### config.mk
export PLATFORM = sky130hd
export DESIGN_NAME = univ_shreg
export DESIGN_NICKNAME = d
export VERILOG_FILES = /design/src/rtl/univ_shreg_pkg.sv /design/src/rtl/shreg_cnt.sv /design/src/rtl/univ_shreg.sv
export SDC_FILE = /design/constraint.sdc
export NUM_CORES = 1
export LEC_CHECK = 0
export CORE_MARGIN = 4
export CORE_UTILIZATION = 46
export CTS_CLUSTER_SIZE = 24
export DETAILED_ROUTE_END_ITERATION = 8
export PLACE_DENSITY_LB_ADDON = 0.25
export SLEW_MARGIN = 20
export SYNTH_ARGS = -nofsm -noshare
export SYNTH_HDL_FRONTEND = slang
export SYNTH_HIERARCHICAL = 1
export SYNTH_SLANG_ARGS = --single-unit
### constraint.sdc
create_clock -name CLK -period 2.6 [get_ports CLK]
set_clock_uncertainty 0.15 [all_clocks]
set_input_delay 0.26 -clock CLK [delete_from_list [all_inputs] [get_ports CLK]]
set_output_delay 0.26 -clock CLK [all_outputs]
set_load 0.05 [all_outputs]
### src/rtl/univ_shreg_pkg.sv
// ============================================================================
// Module      : univ_shreg_pkg
// Description : MODE encodings and counter-width helper for univ_shreg.
// Revision    : 1.0  initial release
// ============================================================================
`default_nettype none

package univ_shreg_pkg;

  localparam logic [2:0] MODE_HOLD = 3'b000;
  localparam logic [2:0] MODE_LOAD = 3'b001;
  localparam logic [2:0] MODE_SHL  = 3'b010;
  localparam logic [2:0] MODE_SHR  = 3'b011;
  localparam logic [2:0] MODE_ROTL = 3'b100;
  localparam logic [2:0] MODE_ROTR = 3'b101;
  localparam logic [2:0] MODE_INV  = 3'b110;
  localparam logic [2:0] MODE_RSVD = 3'b111;

  // Bits needed to hold a count from 0 up to and including max_cnt.
  function automatic int cnt_width(input int max_cnt);
    return $clog2(max_cnt + 1);
  endfunction

endpackage

`default_nettype wire

### src/rtl/shreg_cnt.sv
// ============================================================================
// Module      : shreg_cnt
// Description : Saturating up-counter with synchronous clear and enable.
// Revision    : 1.0  initial release
// ============================================================================
`default_nettype none

module shreg_cnt
  import univ_shreg_pkg::*;
#(
  parameter int MAX_CNT = 8
) (
  input  logic                          CLK,
  input  logic                          RST,
  input  logic                          clr,
  input  logic                          inc,
  input  logic                          en,
  output logic [cnt_width(MAX_CNT)-1:0] cnt,
  output logic                          done
);

  localparam int                CW    = cnt_width(MAX_CNT);
  localparam logic [CW-1:0]     c_MAX = CW'(MAX_CNT);

  logic [CW-1:0] r_cnt;
  logic          w_sat;

  assign w_sat = (r_cnt == c_MAX);

  // clr is honoured even when en is low so that a top-level clear wins over CE.
  always_ff @(posedge CLK or posedge RST) begin
    if (RST) begin
      r_cnt <= '0;
    end else if (clr) begin
      r_cnt <= '0;
    end else if (en && inc && !w_sat) begin
      r_cnt <= r_cnt + 1'b1;
    end
  end

  assign cnt  = r_cnt;
  assign done = w_sat;

endmodule

`default_nettype wire

### src/rtl/univ_shreg.sv
// ============================================================================
// Module      : univ_shreg
// Description : Universal shift register (load/shift/rotate/invert) with
//               saturating shift counter.
// Revision    : 1.0  initial release
// ============================================================================
`default_nettype none

module univ_shreg
  import univ_shreg_pkg::*;
#(
  parameter int               WIDTH   = 8,
  parameter logic [WIDTH-1:0] RST_VAL = {WIDTH{1'b0}}
) (
  input  logic                        CLK,
  input  logic                        RST,
  input  logic                        CE,
  input  logic                        CLR,
  input  logic [2:0]                  MODE,
  input  logic [WIDTH-1:0]            D,
  input  logic                        SIN_SL,
  input  logic                        SIN_SR,
  output logic [WIDTH-1:0]            Q,
  output logic [WIDTH-1:0]            QN,
  output logic                        SOUT_SL,
  output logic                        SOUT_SR,
  output logic [cnt_width(WIDTH)-1:0] CNT,
  output logic                        DONE
);

  logic [WIDTH-1:0] r_q;
  logic [WIDTH-1:0] w_q_nxt;
  logic             w_is_shift;
  logic             w_cnt_clr;

  always_comb begin
    w_q_nxt    = r_q;
    w_is_shift = 1'b0;
    unique case (MODE)
      MODE_LOAD: w_q_nxt = D;
      MODE_SHL: begin
        w_q_nxt    = {r_q[WIDTH-2:0], SIN_SL};
        w_is_shift = 1'b1;
      end
      MODE_SHR: begin
        w_q_nxt    = {SIN_SR, r_q[WIDTH-1:1]};
        w_is_shift = 1'b1;
      end
      MODE_ROTL: begin
        w_q_nxt    = {r_q[WIDTH-2:0], r_q[WIDTH-1]};
        w_is_shift = 1'b1;
      end
      MODE_ROTR: begin
        w_q_nxt    = {r_q[0], r_q[WIDTH-1:1]};
        w_is_shift = 1'b1;
      end
      MODE_INV: w_q_nxt = ~r_q;
      default:  w_q_nxt = r_q;
    endcase
  end

  always_ff @(posedge CLK or posedge RST) begin
    if (RST) begin
      r_q <= RST_VAL;
    end else if (CLR) begin
      r_q <= RST_VAL;
    end else if (CE) begin
      r_q <= w_q_nxt;
    end
  end

  // A LOAD restarts the shift count just like a clear.
  assign w_cnt_clr = CLR || (CE && (MODE == MODE_LOAD));

  shreg_cnt #(
    .MAX_CNT (WIDTH)
  ) u_cnt (
    .CLK  (CLK),
    .RST  (RST),
    .clr  (w_cnt_clr),
    .inc  (w_is_shift),
    .en   (CE),
    .cnt  (CNT),
    .done (DONE)
  );

  assign Q       = r_q;
  assign QN      = ~r_q;
  assign SOUT_SL = r_q[WIDTH-1];
  assign SOUT_SR = r_q[0];

endmodule

`default_nettype wire

==> summary.md, run 1 <==
| Metric | Value |
|---|---|
| CTS sink cnt | `12` |
| Total power | `0.000637 W` |
| Worst-path fanout max | `5` |
| Ys flop type | `dfrtp_1` |
| Remaining antenna violation count | `0` |
| Tmin final | `2.34 ns` |
| First-pass GRT wire length | `4260 um` |
| GPL Wtd Cong | `0.900` |
| DRT Pass-1 Iters | `4` |
| Initial core utilization | `50.0%` |
| Top cell type's share of synthesized area | `29.7%` |
| Vias | `1,003` |
| Clk buf depth | `2` |
| Post-synthesis adder-cell area fraction | `4.95%` |
| Post-CTS Resized | `0` |
| Pleak | `0.611 nW` |
| IO buf count | `39` |
| P&R area growth vs syn | `42.0%` |
| Clock transition at path regs | `0.07 ns` |
| H-tree level count | `1` |
| Worst Path Required | `2.19 ns` |
| TNS Setup | `0 ns` |
| Max-Cap Viols | `0` |
| Synth Area in Simple Gates | `16.0%` |
| Via density | `5.54` |
| Pwr dens | `444 nW/um2` |
| Final hold violation count | `0` |
| Async set-reset flop share out of synthesis | `100%` |
| Crit path DAT | `1.93 ns` |
| Max Fclk | `427 MHz` |
| Slew Limit Fails | `0` |
| Register area share after synthesis | `29.7%` |
| WL/cell | `14.4 um` |
| Hold/Removal Path Class | `primary input to asynchronous set/reset pin` |
| Chip Height | `54.9 um` |
| IO Count | `40` |
| Syn_nets | `137` |
| DRC errors left | `0` |
| Largest net degree at the start of global routing | `19` |
| Setup repair bufs after CTS | `0` |
| Initial DRC Count | `7` |
| Root buf cell | `clkbuf_4` |
| Routed Wire Length | `2600 um` |
| RSZ-0062 raised after global routing | `false` |
| Unique masters post-synth | `37` |
| TritonCTS clock tree | `done` |
| Crit path capture type | `output pin` |
| Warnings from Yosys | `6` |
| Worst skew pair latency | `0.27 ns` |
| Main combinational cell family by area after synthesis | `compound AO/OA/AOI/OAI gates` |
| Synth Register Bits | `12` |
| GR Util All Layers | `19.7%` |
| Status | `finished, final reports clean` |
| Peak VDD IR | `349 uV` |
| Syn Inst Count | `116` |
| Total gr overflow | `0` |
| Rows | `16` |
| Post-synthesis area per instance | `8.72 um2` |
| Main area contributors after synthesis | `dfrtp_1 (30%), mux2i_1 (7.9%), inv_1 (5.9%), ha_1 (5.0%), nand2b_1 (5.0%)` |
| CTS Hold Bufs | `0` |
| Area leader, netlist | `dfrtp_1` |
| Final WS setup | `0.260 ns` |
| Post-synthesis mux area share | `11.3%` |
| Post-DP HPWL | `2080 um` |
| XOR/XNOR Fraction of Synth Area | `0.866%` |
| Synth Area in Compound Gates | `24.8%` |
| EDFF count, synth | `0` |
| Initial antenna violation count | `0` |
| Final antenna diode count | `0` |
| CTS Buf Count | `3` |
| CP startpoint kind | `flop` |
| Worst Tran Pin Value | `0.501 ns` |
| R2R depth | `5` |
| Relative slew slack | `66.5%` |
| Vias in the first global route | `964` |
| Final Setup Violations | `0` |
| Share of layout cells above drive strength 1 | `8.44%` |
| Core area | `2020 um2` |
| Critical path type | `flop to output pin` |
| Total die area | `3010 um2` |
| Period utilization | `90.0%` |
| Die width | `54.9 um` |
| Post-synthesis cell area | `1010 um2` |
| Layout Nets | `176` |
| Setup WS pre-CTS | `0.312 ns` |
-- worst max-delay path, stage by stage (launching register included) --
cell and delay [ns]:
dfrtp_1 0.43, inv_1 0.09, ha_1 0.13, and3b_1 0.19
clkdlybuf4s50_1 0.81
-- flip-flops by register name, indices dropped and copies added (netlist names) --
register / cells
Q: 8
u_cnt/cnt: 4
-- synthesized netlist by cell type, drive strengths merged, types with 2 or more instances --
master  count
buf         7
nor2        8
or3         2
inv        16
and3b       2
a211oi      3
o22ai       5
nand3       2
o21ai       8
nand2b      8
a21oi       4
nand2       4
mux2i       8
clkbuf      2
a22oi       4
dfrtp      12
ha          4
-- stage by stage --
stage	hold slack (ns)	instance area [um2]	cells	util [%]
floorplan	-0.124	1010	116	-
global placement	0.342	1400	177	69.2
detailed placement	0.344	1400	177	69.2
CTS	0.0502	1440	181	71.0
global route	0.0587	1440	181	71.0
finish	0.0458	1440	181	71.0
-- final timing paths --
kind | endpoint | startpoint | slack, ns
hold reg to reg | u_cnt/cnt[3] | u_cnt/cnt[3] | 0.44
setup / recovery | DONE | u_cnt/cnt[0] | 0.26
min in group CLK | u_cnt/cnt[3] | u_cnt/cnt[3] | 0.44
setup reg to reg | u_cnt/cnt[0] | u_cnt/cnt[0] | 0.91
hold / removal | u_cnt/cnt[3] | RST | 0.05
max in group asynchronous | Q[2] | RST | 1.96
-- layout by cell type (no fill, tap or decap), drive strengths merged, types with 2 or more instances in the layout --
master	netlist	routed
a211oi	3	3
a21oi	4	4
a22oi	4	4
and3b	2	2
buf	7	4
clkbuf	2	4
clkdlybuf4s50	0	39
dfrtp	12	12
ha	4	4
inv	16	16
mux2i	8	8
nand2	4	4
nand2b	8	8
nand3	2	2
nor2	8	8
o21ai	8	8
o22ai	5	5
or3	2	2
-- cell families (layout without fill, tap and decap cells) --
group,after synthesis,after routing
compound gates,34,34
simple gates,30,30
buf+inv,25,63
flops,12,12
mux,10,10
fa+ha+maj,4,4
xor+xnor,1,1
-- final cells by class --
type | instances | area [um2]
clock buffer | 4 | 36.3
multi-input combinational | 79 | 584
inverter | 16 | 60.1
tap | 27 | 33.8
timing repair buffer | 43 | 420
fill | 178 | 587
sequential | 12 | 300
-- power breakdown --
group / internal, W / switching, W / total, W
combinational: 0.000107 / 0.000164 / 0.000271
sequential: 0.000198 / 0.0000197 / 0.000218
clock: 0.0000851 / 0.0000628 / 0.000148
-- layer usage --
metal	wire (um)	part of all wire, %	track usage [%]
met2	1240	48	31.3
met3	144	5.5	2.45
met1	1160	45	26.3
met4	55	2.1	9.13
met5	0	0	0
(Power assumes the default switching activity.)
==> run 2: changes to the inputs <==
--- a/config.mk
+++ b/config.mk
@@ -10,6 +10,7 @@
 export CTS_CLUSTER_SIZE = 24
 export DETAILED_ROUTE_END_ITERATION = 8
 export PLACE_DENSITY_LB_ADDON = 0.25
+export RECOVER_POWER = 50
 export SLEW_MARGIN = 20
 export SYNTH_ARGS = -nofsm -noshare
 export SYNTH_HDL_FRONTEND = slang
==> summary.md, run 2 (same netlist as run 1, synthesis figures left out) <==
| Metric | Value |
|---|---|
| Status | `finished, final reports clean` |
| Initial DRC Count | `9` |
| CP startpoint kind | `flop` |
| Slew Limit Fails | `0` |
| GPL Wtd Cong | `0.900` |
| Rows | `16` |
| Worst skew pair latency | `0.27 ns` |
| Layout Nets | `176` |
| P_int | `0.000387 W` |
| Via density | `5.57` |
| Total die area | `3010 um2` |
| Initial core utilization | `50.0%` |
| Period utilization | `89.9%` |
| Setup repair bufs after CTS | `0` |
| Worst Path Required | `2.19 ns` |
| Reg2Reg Setup Slack | `0.92 ns` |
| IO buf count | `39` |
| Metal2 WL | `1270 um` |
| Tmin final | `2.34 ns` |
| M1 WL | `1160 um` |
| Post-DP HPWL | `2080 um` |
| Hold/Removal Path Class | `primary input to asynchronous set/reset pin` |
| Share of layout cells above drive strength 1 | `7.79%` |
| Post-CTS Resized | `0` |
| Crit path capture type | `output pin` |
| Worst-path fanout max | `5` |
| Final hold violation count | `0` |
| Clock transition at path regs | `0.07 ns` |
| Total gr overflow | `0` |
| Final WS setup | `0.263 ns` |
| Final Setup Violations | `0` |
| Max Fclk | `428 MHz` |
| Most frequent cells in the layout | `clkdlybuf4s50_1 (30), inv_1 (16), dfrtp_1 (12), dlygate4sd3_1 (9)` |
| Psw | `0.000246 W` |
| Initial antenna violation count | `0` |
| Sw frac | `38.8%` |
| Pleak | `0.629 nW` |
| Peak VDD IR | `344 uV` |
| TritonCTS clock tree | `done` |
| RR Endpoint | `u_cnt/cnt[0]` |
| Core area | `2020 um2` |
| First-pass GRT wire length | `4260 um` |
| WL met3 | `136 um` |
| Max reg flops | `8` |
| Commonest non-fill, non-tap cell in the layout | `clkdlybuf4s50_1` |
| RSZ-0062 raised after global routing | `false` |
| Max-Cap Viols | `0` |
| Flop pwr share | `34.4%` |
| Clock power share | `23.3%` |
| H-tree level count | `1` |
| Die width | `54.9 um` |
| Max layer used | `met4` |
| Pwr dens | `442 nW/um2` |
| Clk buf depth | `2` |
| Final antenna diode count | `0` |
| Remaining antenna violation count | `0` |
| DRT Pass-1 Iters | `4` |
| GR Util All Layers | `19.7%` |
| Setup WS pre-CTS | `0.312 ns` |
| Largest net degree at the start of global routing | `19` |
| Chip Height | `54.9 um` |
| Root buf cell | `clkbuf_4` |
| CTS sink cnt | `12` |
| Worst r2r src | `u_cnt/cnt[0]` |
| Combinational power share | `42.3%` |
| CTS Hold Bufs | `0` |
| R2R depth | `5` |
| IO Count | `40` |
| Worst Tran Pin Value | `0.502 ns` |
| Crit path DAT | `1.93 ns` |
| TNS Setup | `0 ns` |
| Critical path type | `flop to output pin` |
| P&R area growth vs syn | `41.6%` |
| DRC errors left | `0` |
| Routed Wire Length | `2600 um` |
| Relative slew slack | `66.4%` |
| Vias | `1,009` |
| WL/cell | `14.3 um` |
| CTS Buf Count | `3` |
| Vias in the first global route | `964` |
run 2: cell types whose count changed in the layout (fill, tap and decap cells not counted):
cell / delta
clkbuf_1: +1
clkdlybuf4s50_1: -9
buf_4: -1
dlygate4sd3_1: +9
run 2: power by group through the flow:
| stage | registers [W] | logic (W) | clock network, W |
|---|---|---|---|
| 5_1_grt | 0.000220 | 0.000289 | 0.000162 |
| 3_5_place_dp | 0.000221 | 0.000272 | 0 |
| 6_report | 0.000218 | 0.000268 | 0.000148 |
| 2_1_floorplan | 0.000258 | 0.000142 | 0 |
| 4_1_cts | 0.000218 | 0.000273 | 0.000150 |
| 3_3_place_gp | 0.000221 | 0.000270 | 0 |
run 2: layout make-up:
class / instances / area (um2)
clock buffers: 4 / 36.3
multi-input cells: 79 / 584
flip-flops and latches: 12 / 300
well taps: 27 / 33.8
repair buffers: 43 / 417
fillers: 177 / 591
inverters: 16 / 60.1
run 2: how the worst max path moves through the flow:
stage                  from      endpoint  slack (ns)  cells past startpoint
2_1_floorplan  u_cnt/cnt[0]  u_cnt/cnt[0]        0.43                      5
3_3_place_gp        MODE[0]          Q[2]        0.36                      6
3_5_place_dp        MODE[1]          Q[3]        0.31                      6
4_1_cts        u_cnt/cnt[0]          DONE        0.25                      4
5_1_grt             MODE[1]          Q[4]        0.15                      6
6_report       u_cnt/cnt[0]          DONE        0.26                      4
run 2: metal layers:
layer,global-route usage (%),vias up
met4,9.13,0
met3,2.45,5
met2,31.3,31
met5,0,-
met1,26.3,486
li1,-,487
run 2: worst max-delay path, stage by stage (launching register included):
cell and delay [ns]:
dfrtp_1 0.42, inv_1 0.09, ha_1 0.13, and3b_1 0.19
clkdlybuf4s50_1 0.81
run 2: through the flow:
| step | hold WS [ns] | area [um2] | total power [W] | utilization [%] | cells |
|---|---|---|---|---|---|
| after floorplan | -0.124 | 1010 | 0.000400 | - | 116 |
| after global routing | 0.189 | 1430 | 0.000671 | 70.8 | 181 |
| after global placement | 0.342 | 1400 | 0.000491 | 69.2 | 177 |
| final | 0.178 | 1430 | 0.000633 | 70.8 | 181 |
| after detailed placement | 0.344 | 1400 | 0.000493 | 69.2 | 177 |
| after CTS | 0.0502 | 1440 | 0.000641 | 71.0 | 181 |
==> run 3: changes to the inputs <==
--- a/config.mk
+++ b/config.mk
@@ -6,7 +6,8 @@
 export NUM_CORES = 1
 export LEC_CHECK = 0
 export CORE_MARGIN = 4
-export CORE_UTILIZATION = 46
+export CORE_UTILIZATION = 43
+export CTS_CLUSTER_DIAMETER = 200
 export CTS_CLUSTER_SIZE = 24
 export DETAILED_ROUTE_END_ITERATION = 8
 export PLACE_DENSITY_LB_ADDON = 0.25
==> constraint.sdc (replaced) <==
create_clock -name CLK -period 2.5 [get_ports CLK]
set_clock_uncertainty 0.15 [all_clocks]
set_input_delay 0.25 -clock CLK [delete_from_list [all_inputs] [get_ports CLK]]
set_output_delay 0.25 -clock CLK [all_outputs]
set_load 0.05 [all_outputs]
==> summary.md, run 3 (same netlist as run 1, synthesis figures left out) <==
| Metric | Value |
|---|---|
| CP startpoint kind | `flop` |
| Clock transition at path regs | `0.08 ns` |
| Clk buf depth | `2` |
| Routed Wire Length | `2780 um` |
| Layout Nets | `178` |
| First-pass GRT wire length | `4710 um` |
| Critical-path top delay cell | `clkdlybuf4s50_1` |
| Final Setup Violations | `0` |
| Crit-path cells | `inv_1, ha_1, and3b_1, clkdlybuf4s50_1` |
| Worst skew pair latency | `0.27 ns` |
| WL/cell | `15.1 um` |
| Initial DRC Count | `20` |
| Max Fclk | `414 MHz` |
| Final hold violation count | `0` |
| H-tree level count | `1` |
| Cell Count, Final, Fillers Out | `184` |
| Post-DP HPWL | `2140 um` |
| Setup repair bufs after CTS | `0` |
| Chip Height | `56.5 um` |
| P&R area growth vs syn | `43.1%` |
| Pwr dens | `461 nW/um2` |
| GPL Wtd Cong | `0.834` |
| Peak VDD IR | `394 uV` |
| Via density | `5.54` |
| Slowest stage delay, CP | `0.82 ns` |
| Root buf cell | `clkbuf_4` |
| Die width | `56.5 um` |
| IO buf count | `39` |
| Initial core utilization | `45.3%` |
| R2R depth | `5` |
| Post-CTS Resized | `0` |
| TNS Setup | `0 ns` |
| CTS Hold Bufs | `0` |
| Filler Cell Count | `199` |
| Tmin final | `2.41 ns` |
| Vias in the first global route | `988` |
| RSZ-0062 raised after global routing | `false` |
| Pleak | `0.642 nW` |
| GR Util All Layers | `17.9%` |
| Final antenna diode count | `0` |
| Period utilization | `96.5%` |
| Max reg flops | `8` |
| Worst Path Required | `2.10 ns` |
| DRC errors left | `0` |
| Slew Limit Fails | `0` |
| Vias | `1,020` |
| CP Launch Point | `u_cnt/cnt[0]` |
| TritonCTS clock tree | `done` |
| Worst-path fanout max | `5` |
| Max-Cap Viols | `0` |
| IO Count | `40` |
| Total power | `0.000666 W` |
| Share of layout cells above drive strength 1 | `8.97%` |
| Commonest non-fill, non-tap cell in the layout | `clkdlybuf4s50_1` |
| Total gr overflow | `0` |
| Largest net degree at the start of global routing | `18` |
| CTS sink cnt | `12` |
| Total die area | `3190 um2` |
| Hold/Removal Path Class | `primary input to asynchronous set/reset pin` |
| DRT Pass-1 Iters | `4` |
| Fin Hold WS | `0.163 ns` |
| Core area | `2230 um2` |
| Most frequent cells in the layout | `clkdlybuf4s50_1 (30), inv_1 (16), dfrtp_1 (12), dlygate4sd3_1 (9)` |
| CTS Buf Count | `3` |
| Crit path DAT | `2.01 ns` |
| Status | `finished, final reports clean` |
| Worst Tran Pin Value | `0.513 ns` |
| Critical path type | `flop to output pin` |
| Placed Instances | `180` |
| Initial antenna violation count | `0` |
| Remaining antenna violation count | `0` |
| Worst r2r src | `u_cnt/cnt[0]` |
| Crit path capture type | `output pin` |
| Relative slew slack | `65.7%` |
| Rows | `17` |
run 3: cell types whose count changed in the layout (fill, tap and decap cells not counted), sizes merged:
cell	change
buf	+3
clkbuf	-1
run 3: area by class of cell:
class                      count  area, um2  share of cell area (%)
multi-input combinational     79        579                    40.1
timing repair buffer          45        435                    30.1
sequential                    12        300                    20.8
inverter                      16       60.1                    4.15
clock buffer                   4       36.3                    2.51
tap                           28       35.0                    2.42
run 3: per-layer routing:
layer / GRT usage, % / vias to the layer above / wire [um]
met5: 0 / - / 0
met4: 5.42 / 0 / 17
met3: 2.99 / 2 / 194
met2: 29.2 / 44 / 1330
met1: 24.0 / 480 / 1230
li1: - / 494 / -
run 3: power by group:
group	total, W	internal [W]	switching [W]
sequential	0.000226	0.000206	0.0000200
combinational	0.000284	0.000111	0.000173
clock	0.000156	0.0000885	0.0000679
total	0.000666	0.000405	0.000261
run 3: path summary, 6_finish.rpt:
check | endpoint | slack (ns)
setup / recovery | DONE | 0.09
hold / removal | u_cnt/cnt[0] | 0.16
setup reg to reg | u_cnt/cnt[0] | 0.73
hold reg to reg | u_cnt/cnt[3] | 0.44
max in group asynchronous | Q[2] | 1.73
min in group CLK | u_cnt/cnt[3] | 0.44
run 3: critical path: cells and delay by family, from the launching register on:
| family | cells | cell delay [ns] |
|---|---|---|
| AND/OR/NAND/NOR | 1 | 0.21 |
| flip-flops | 1 | 0.43 |
| adder cells (fa/ha/maj) | 1 | 0.17 |
| buffers and inverters | 2 | 0.93 |
run 3: per-stage QoR:
step | area [um2] | utilization (%) | setup WS [ns]
after global placement | 1420 | 63.4 | 0.256
after global routing | 1450 | 64.8 | 0.00872
final | 1450 | 64.8 | 0.0871
after detailed placement | 1420 | 63.4 | 0.185
after floorplan | 1010 | - | 0.333
after CTS | 1450 | 65.0 | 0.0783
